--- src/rtl/johnson_pkg.sv ---
// Shared types and constants for the Johnson-code decoder.
package johnson_pkg;

  // Sequence-tracking states
  typedef enum logic {
    ACQ,
    LOCKED
  } jd_state_e;

  localparam int unsigned JD_N_DEF        = 4;
  localparam int unsigned JD_LOCK_CNT_DEF = 3;

  // Width of a decoded index covering 0..2n-1
  function automatic int unsigned idx_w(input int unsigned n);
    return $clog2(2 * n);
  endfunction

endpackage

--- src/rtl/johnson_code_check.sv ---
// Combinational legality check and index decode of one Johnson code word.
module johnson_code_check
  import johnson_pkg::*;
#(
  parameter int unsigned N     = JD_N_DEF,
  parameter int unsigned IDX_W = idx_w(N)
) (
  input  logic [N-1:0]     code,
  output logic             legal,
  output logic [IDX_W-1:0] idx
);

  localparam logic [N-1:0] ONES = '1;

  // Compare against every legal word: k ones from the MSB (idx k),
  // then N-j ones at the LSB end (idx N+j)
  always_comb begin
    legal = 1'b0;
    idx   = '0;
    for (int unsigned k = 0; k <= N; k++) begin
      if (code == ~(ONES >> k)) begin
        legal = 1'b1;
        idx   = IDX_W'(k);
      end
    end
    for (int unsigned j = 1; j < N; j++) begin
      if (code == (ONES >> j)) begin
        legal = 1'b1;
        idx   = IDX_W'(N + j);
      end
    end
  end

endmodule

--- src/rtl/johnson_decoder.sv ---
// Johnson-code decoder with sequence lock tracking and saturating error count.
module johnson_decoder
  import johnson_pkg::*;
#(
  parameter int unsigned N        = JD_N_DEF,
  parameter int unsigned LOCK_CNT = JD_LOCK_CNT_DEF
) (
  input  logic                  clk,
  input  logic                  rst,
  input  logic [N-1:0]          code_in,
  input  logic                  code_vld,
  input  logic                  clr_err,
  output logic [idx_w(N)-1:0]   idx,
  output logic                  idx_vld,
  output logic                  locked,
  output logic                  err_code,
  output logic                  err_seq,
  output logic [7:0]            err_cnt
);

  localparam int unsigned IDX_W = idx_w(N);

  jd_state_e        state_q, state_d;
  logic [IDX_W-1:0] idx_q, idx_d;
  logic [3:0]       run_q, run_d;
  logic             ref_q, ref_d;
  logic             idx_vld_d, err_code_d, err_seq_d;
  logic [7:0]       cnt_q, cnt_d;

  logic             legal;
  logic [IDX_W-1:0] dec_idx;
  logic [IDX_W-1:0] succ;
  logic             is_succ, is_hold;
  logic [3:0]       run_inc;
  logic             err_any;

  johnson_code_check #(
    .N     (N),
    .IDX_W (IDX_W)
  ) u_check (
    .code  (code_in),
    .legal (legal),
    .idx   (dec_idx)
  );

  // Successor relation against the last legal index (wraps 2N-1 -> 0)
  always_comb begin
    succ    = (idx_q == IDX_W'(2 * N - 1)) ? '0 : idx_q + 1'b1;
    is_succ = (dec_idx == succ);
    is_hold = (dec_idx == idx_q);
    run_inc = run_q + 4'd1;
  end

  // Next-state, index update and error pulse generation
  always_comb begin
    state_d    = state_q;
    idx_d      = idx_q;
    run_d      = run_q;
    ref_d      = ref_q;
    idx_vld_d  = 1'b0;
    err_code_d = 1'b0;
    err_seq_d  = 1'b0;
    if (code_vld) begin
      if (!legal) begin
        err_code_d = 1'b1;
        state_d    = ACQ;
        run_d      = '0;
        ref_d      = 1'b0;
      end else begin
        idx_d     = dec_idx;
        idx_vld_d = 1'b1;
        ref_d     = 1'b1;
        unique case (state_q)
          ACQ: begin
            if (!ref_q) begin
              run_d = '0;
            end else if (is_succ) begin
              if (run_inc >= 4'(LOCK_CNT)) begin
                state_d = LOCKED;
                run_d   = '0;
              end else begin
                run_d = run_inc;
              end
            end else if (!is_hold) begin
              run_d = '0;
            end
          end
          LOCKED: begin
            if (!(is_succ || is_hold)) begin
              err_seq_d = 1'b1;
              state_d   = ACQ;
              run_d     = '0;
            end
          end
          default: state_d = ACQ;
        endcase
      end
    end
  end

  // Error counter: clear wins over history but still counts a coincident error
  always_comb begin
    err_any = err_code_d | err_seq_d;
    if (clr_err) begin
      cnt_d = err_any ? 8'd1 : 8'd0;
    end else if (err_any && (cnt_q != 8'hFF)) begin
      cnt_d = cnt_q + 8'd1;
    end else begin
      cnt_d = cnt_q;
    end
  end

  // State and output registers
  always_ff @(posedge clk or posedge rst) begin
    if (rst) begin
      state_q  <= ACQ;
      idx_q    <= '0;
      run_q    <= '0;
      ref_q    <= 1'b0;
      idx_vld  <= 1'b0;
      err_code <= 1'b0;
      err_seq  <= 1'b0;
      cnt_q    <= '0;
    end else begin
      state_q  <= state_d;
      idx_q    <= idx_d;
      run_q    <= run_d;
      ref_q    <= ref_d;
      idx_vld  <= idx_vld_d;
      err_code <= err_code_d;
      err_seq  <= err_seq_d;
      cnt_q    <= cnt_d;
    end
  end

  assign idx     = idx_q;
  assign locked  = (state_q == LOCKED);
  assign err_cnt = cnt_q;

endmodule
--- config.mk ---
export PLATFORM = sky130hd
export DESIGN_NAME = johnson_decoder
export DESIGN_NICKNAME = d
export VERILOG_FILES = /design/src/rtl/johnson_pkg.sv /design/src/rtl/johnson_code_check.sv /design/src/rtl/johnson_decoder.sv
export SDC_FILE = /design/constraint.sdc
export NUM_CORES = 1
export LEC_CHECK = 0
export ABC_CLOCK_PERIOD_IN_PS = 4100
export CORE_UTILIZATION = 55
export DETAILED_ROUTE_END_ITERATION = 12
export PLACE_DENSITY = 0.94
export SYNTH_ARGS = -nofsm -noshare
export SYNTH_HDL_FRONTEND = slang
export SYNTH_HIERARCHICAL = 1
export SYNTH_SLANG_ARGS = --single-unit
--- constraint.sdc ---
create_clock -name clk -period 4.1 [get_ports clk]
set_input_delay 0.82 -clock clk [delete_from_list [all_inputs] [get_ports clk]]
set_output_delay 0.82 -clock clk [all_outputs]
set_load 0.1 [all_outputs]
After elaboration in Yosys (flattened, before gate mapping):

Index checks and enable logic that the tools add are counted.
Widths: inputs -> output; s select.

* bitwise logic cells: 2
* multiplexer cells: 40
* add/subtract/negate cells: 3
* order comparisons: 1
* reductions and logical operators: 6
* eq/ne operators: 13

Operators by type and width (count)
* $mux 4: 6
* $mux 1: 23
* $eq 4x4->1 const B: 4
* $mux 8: 2
* $mux 3: 5
* $add 8x1->8 const B: 1
* $ne 8x8->1 const B: 1
* $pmux 4 s2: 1
* $eq 3x3->1: 2
* $ne 5x5->1 const B: 1
* $add 4x1->4 const B: 1
* $eq 4x1->1 const B: 1
* $eq 4x2->1 const B: 1
* $eq 4x3->1 const B: 1
* $ge 4x2->1 const B: 1
* $logic_not 4->1: 1
* $mux 2: 2
* $add 3x1->3 const B: 1
* $eq 3x3->1 const B: 1
* $ne 3x3->1 const B: 1
* $reduce_and 3->1: 1
* $pmux 1 s2: 1
* $reduce_and 2->1: 1
* $reduce_bool 2->1: 1
* 4 further kinds: 4

* input port bits: 8
* bits in registers: 20
* output and inout port bits: 15
* word-level logic and storage cells: 73

Depth between registers and ports, before layout:

* depth in word-level cells: 18
* depth in mapped cells: 8

Cells and area by module:

The synthesis kept the hierarchy.

Modules (own cells, without submodules)
* johnson_decoder: cells an instance 113, times used 1, area each 1122.3 sq um, seq. area each 500.5 sq um
* johnson_code_check: cells an instance 11, times used 1, area each 86.3 sq um, seq. area each 0.0 sq um

Worst setup path after synthesis:

OpenSTA, ideal clock, no wires.

* path type: register -> register
* start point: register idx_q[0], in the netlist idx[0]
* end point: register run_q[1]
* buffers on the path: 0
* setup slack: 1.288 ns
* cell stages (with the launch flop): 8
* arrival time: 2.735 ns
* cell sequence: dfrtp_1 -> ha_1 -> ha_1 -> xnor2_1 -> nand4_2 -> or3_1 -> or4b_1 -> o2bb2ai_1

* cells in the longest elaborated chain, start to end: 7

Ends and longest elaborated chain
* from (decl): RTL line johnson_decoder.sv:24 `logic [IDX_W-1:0] idx_q, idx_d;`
* from (signal assigned): RTL line johnson_decoder.sv:126 `idx_q <= idx_d;`
* $add 3x1->3 / $eq 3x3->1 (equally long branches): RTL line johnson_decoder.sv:48 `succ = (idx_q == IDX_W'(2 * N - 1)) ? '0 : idx_q + 1'b1;`
* $mux 3: RTL line johnson_decoder.sv:48
* $eq 3x3->1: RTL line johnson_decoder.sv:49 `is_succ = (dec_idx == succ);`
* $mux 4: RTL line johnson_decoder.sv:77 `end else if (is_succ) begin`
* $mux 4: RTL line johnson_decoder.sv:75 `if (!ref_q) begin`
* $pmux 4 s2: RTL line johnson_decoder.sv:73 `unique case (state_q)`
* $mux 4: RTL line johnson_decoder.sv:64 `if (!legal) begin`
* to (signal assigned): RTL line johnson_decoder.sv:127 `run_q <= run_d;`
* to (decl): RTL line johnson_decoder.sv:25 `logic [3:0] run_q, run_d;`

Several ways; a longest one is shown, not always the timed one.
A chain may end at the register's enable or synchronous reset.

Worst setup path after layout:

* start point: input port code_in[0]
* end point: register cnt_q[7], in the netlist err_cnt[7]

RTL lines
* from (decl): RTL line johnson_decoder.sv:10 `input logic [N-1:0] code_in,`
* $eq 4x4->1: RTL line johnson_code_check.sv:21 `if (code == ~(ONES >> k)) begin`
* $mux 2 (2 in series): RTL line johnson_code_check.sv:21
* $mux 3: RTL line johnson_code_check.sv:21
* $mux 3 (2 in series): RTL line johnson_code_check.sv:27 `if (code == (ONES >> j)) begin`
* $mux 3 (*): RTL line johnson_code_check.sv:27
* net dec_idx[1]: RTL line johnson_decoder.sv:31 `logic [IDX_W-1:0] dec_idx;`
* $eq 3x3->1 (on tied branches): RTL line johnson_decoder.sv:49, johnson_decoder.sv:50
* $logic_or 1x1->1 (*): RTL line johnson_decoder.sv:89 `if (!(is_succ || is_hold)) begin`
* $mux 1 (*): RTL line johnson_decoder.sv:89
* $mux 1 (*): RTL line johnson_decoder.sv:73
* $mux 1 (*): RTL line johnson_decoder.sv:64
* $mux 1 (*): RTL line johnson_decoder.sv:63 `if (code_vld) begin`
* $or 1x1->1 (*): RTL line johnson_decoder.sv:103 `err_any = err_code_d | err_seq_d;`
* $logic_and 1x1->1 (*): RTL line johnson_decoder.sv:106 `end else if (err_any && (cnt_q != 8'hFF)) begin`
* $reduce_bool 2->1 (no line) (*)
* to (signal assigned): RTL line johnson_decoder.sv:132 `cnt_q <= cnt_d;`
* to (decl): RTL line johnson_decoder.sv:28 `logic [7:0] cnt_q, cnt_d;`

The timed path passes the listed nets; every way through them passes the cells marked *.

==> results.tsv <==
stage	metric	value	unit
timing	final setup TNS	0	ns
critical_path	CP Max Fanout	11	
critical_path	number of buffers and inverters on the critical path	1	
power	Seq pwr share	43.0	%
yosys	top-area cell type share of the netlist area	41.41	%
clock_network	CTS sink cnt	20	
timing	Slew Limit Headroom	35.02	%
die	die height	48.88	um
yosys	largest cells by area after synthesis	dfrtp_1 (41%), mux2_2 (5.6%), ha_1 (5.2%)	
finish	diode count	0	
timing	Tmin final	3.314	ns
power	Int Pwr	0.3194	mW
critical_path	CP peak stage delay	0.65	ns
yosys	synthesized area	1209	um2
global_routing	pin count of the biggest net entering global routing	21	
clock_network	root buffer cell	clkbuf_4	
finish	Layout Cells excl Fill	174	
die	Std-Cell Rows	16	
drt	via count	1008	
timing	hold_ws	0.5499	ns
yosys	EDFF count, synth	0	
power	Net Sw Power	0.1911	mW
die	Ports	23	
global_routing	initial antenna violation count	0	
drt	post-route ant nets	0	
drt	Initial DRC Count	44	
clock_network	H-tree Lvls	1	
critical_path	Crit-path slowest cell	a31oi_1	
power	leak pwr	0.6296	nW
die	Die Area	2389	um2
drt	Via-to-Cell Ratio	5.793	
die	Horiz. Die Dim	48.88	um
yosys	register bit count reported by yosys	20	
power	clock power share	22.2	%
global_routing	global-route usage over all layers	21.47	%
job	Max Cap Viol	0	
yosys	Syn Inst Count	124	
outcome	status	finished clean	
critical_path	Crit. End Element	register	
yosys	area leader, netlist	dfrtp_1	
yosys	post-synthesis sequential area ratio	41.41	%
drt	residual DRC count	0	
timing	RSZ-0062 raised after global routing	no	
yosys	syn_nets	137	
power	Pwr Density	343.4	nW/um2
clock_network	Post-CTS Setup Inserts	0	
worst_hold_path	Hold/Removal Path Class	reg -> reg	
clock_network	CTS Buf Count	3	
critical_path	Worst Setup Start Kind	input pin	
yosys	ys async rst share	100.0	%
timing	Final period util	80.84	%
power	VDD IR max	0.0002974	V
clock_network	hold buffers post-CTS	0	
yosys	post-synthesis area per instance	9.747	um2
drt	routed wire length	2392	um
global_routing	grt total ovfl	0	
clock_network	post_cts resized	0	
finish	nets@finish	161	
timing	Fin. Hold Viols	0	
yosys	Unique masters post-synth	40	
die	core area	2022	um2
placed_design	Routability Congestion	0.7963	
critical_path	Req. time, crit path	4.29	ns
timing	Worst-Margin Slew	0.9716	ns
timing	final slew viol count	0	
yosys	most numerous cell in the Yosys netlist	dfrtp_1	
placed_design	Placed Cells	170	
clock_network	later-pin clock latency in the skew report	0.29	ns
global_routing	global-route wire length before repair	4091	um
yosys	Commonest cells post-synth	dfrtp_1 (20), nand2_1 (10), inv_1 (9)	
finish	share of cells above drive strength 1	8.163	%
clock_network	CTS tree	built	
drt	first-pass iteration count of the detailed router	5	
drt	Routed WL per cell	13.75	um
finish	area growth from synthesis to layout	22.98	%
yosys	Yosys warnings	6	
clock_network	Clock transition at path regs	0.12	ns
critical_path	Critical Path AT	3.50	ns
clock_network	Clock Path Buffers	2	
power	combinational power share	34.8	%
critical_path	critical path's top delay family	compound AO/OA/AOI/OAI gates	
global_routing	vias in the first global route	914	
power	Power, Total	0.5105	mW
finish	Finished Core Util	73.51	%
placed_design	dpl hpwl	1842	um
timing	Setup Viol. Count Final	0	
critical_path	CP Cell Sequence	clkdlybuf4s50_1, or2b_1, mux2i_1, xnor2_1, nand4_2, a31oi_1, and2b_1, a221oi_1	
power	Sw Share	37.43	%
yosys	Top FF cell, synth	dfrtp_1	
critical_path	critical path class	in -> reg	
timing	fmax	301.7	MHz
timing	Worst Skew	0.004581	ns
die	initial core utilization	59.78	%
critical_path	reg2reg setup slack	1.48	ns
placed_design	Port-buffer cells	22	
## cell families after synthesis
kind of cell	Yosys count	share of synthesized area, %
AO/OA/AOI/OAI	21	11.59
buffers and inverters	12	3.830
XOR/XNOR	6	4.348
adder cells (fa/ha/maj)	5	5.176
multiplexers	12	10.66
AND/OR/NAND/NOR	48	22.98
flip-flops	20	41.41
## cell type report
class,instances,area (um2)
well taps,27,33.78
inverters,9,33.78
fillers,145,535.5
multi-input cells,92,661.9
flip-flops and latches,20,500.5
repair buffers,22,220.2
clock buffers,4,36.28
## layout by cell type (no fill, tap or decap), drive strengths merged, types with 5 or more instances in the layout
cell / n
clkdlybuf4s50: 22
dfrtp: 20
nand2: 10
inv: 9
mux2: 7
xnor2: 5
nand3: 5
o21ai: 5
a21oi: 5
mux2i: 5
ha: 5
## flip-flops by register name, indices dropped and copies added, names as in the netlist
signal and flops:
ref_q 1, idx 3, err_code 1, idx_vld 1
locked 1, err_seq 1, err_cnt 8, run_q 4
## power by group through the flow
stage               registers [mW]  logic (mW)  clock network (mW)
floorplan                    0.287      0.0701                   0
global placement             0.223       0.171                   0
detailed placement           0.224       0.177                   0
CTS                          0.220       0.178               0.116
global route                 0.222       0.188               0.121
finish                       0.220       0.177               0.113
## worst paths after layout
path / cells after the start / from / end
max reg2reg: 7 / idx[0]$_DFFE_PP0P_ / err_cnt[7]$_DFFE_PP0P_
max: 8 / code_in[0] / err_cnt[7]$_DFFE_PP0P_
min reg2reg: 1 / run_q[2]$_DFFE_PP0P_ / run_q[2]$_DFFE_PP0P_
max in group asynchronous: 2 / rst / err_seq$_DFF_PP0_
min: 1 / run_q[2]$_DFFE_PP0P_ / run_q[2]$_DFFE_PP0P_
min in group asynchronous: 2 / rst / err_cnt[0]$_DFFE_PP0P_
## per-layer routing
metal  vias to the layer above  part of all wire [%]  track usage (%)
met5                         -                     0                0
met4                         0                  0.46            2.941
met3                         2                   4.6            2.804
met2                        36                    49            37.96
met1                       483                    46            28.63
li1                        487                     -                -
## per-stage QoR
| stage | setup WS [ns] | area (um2) |
|---|---|---|
| 2_1_floorplan | 1.288 | 1209 |
| 3_5_place_dp | 0.5151 | 1450 |
| 4_1_cts | 0.8349 | 1486 |
| 5_1_grt | 0.5844 | 1486 |
| 3_3_place_gp | 0.6914 | 1450 |
| 6_report | 0.7857 | 1486 |
## worst register-to-register path: stages (launching register included)
cell      delay (ns)
dfrtp_1         0.45
ha_1            0.23
ha_1            0.29
xnor2_1         0.17
nand4_2         0.15
a31oi_1         0.65
and2b_1         0.29
a221oi_1        0.30
Power figures use the tool's default switching activity.
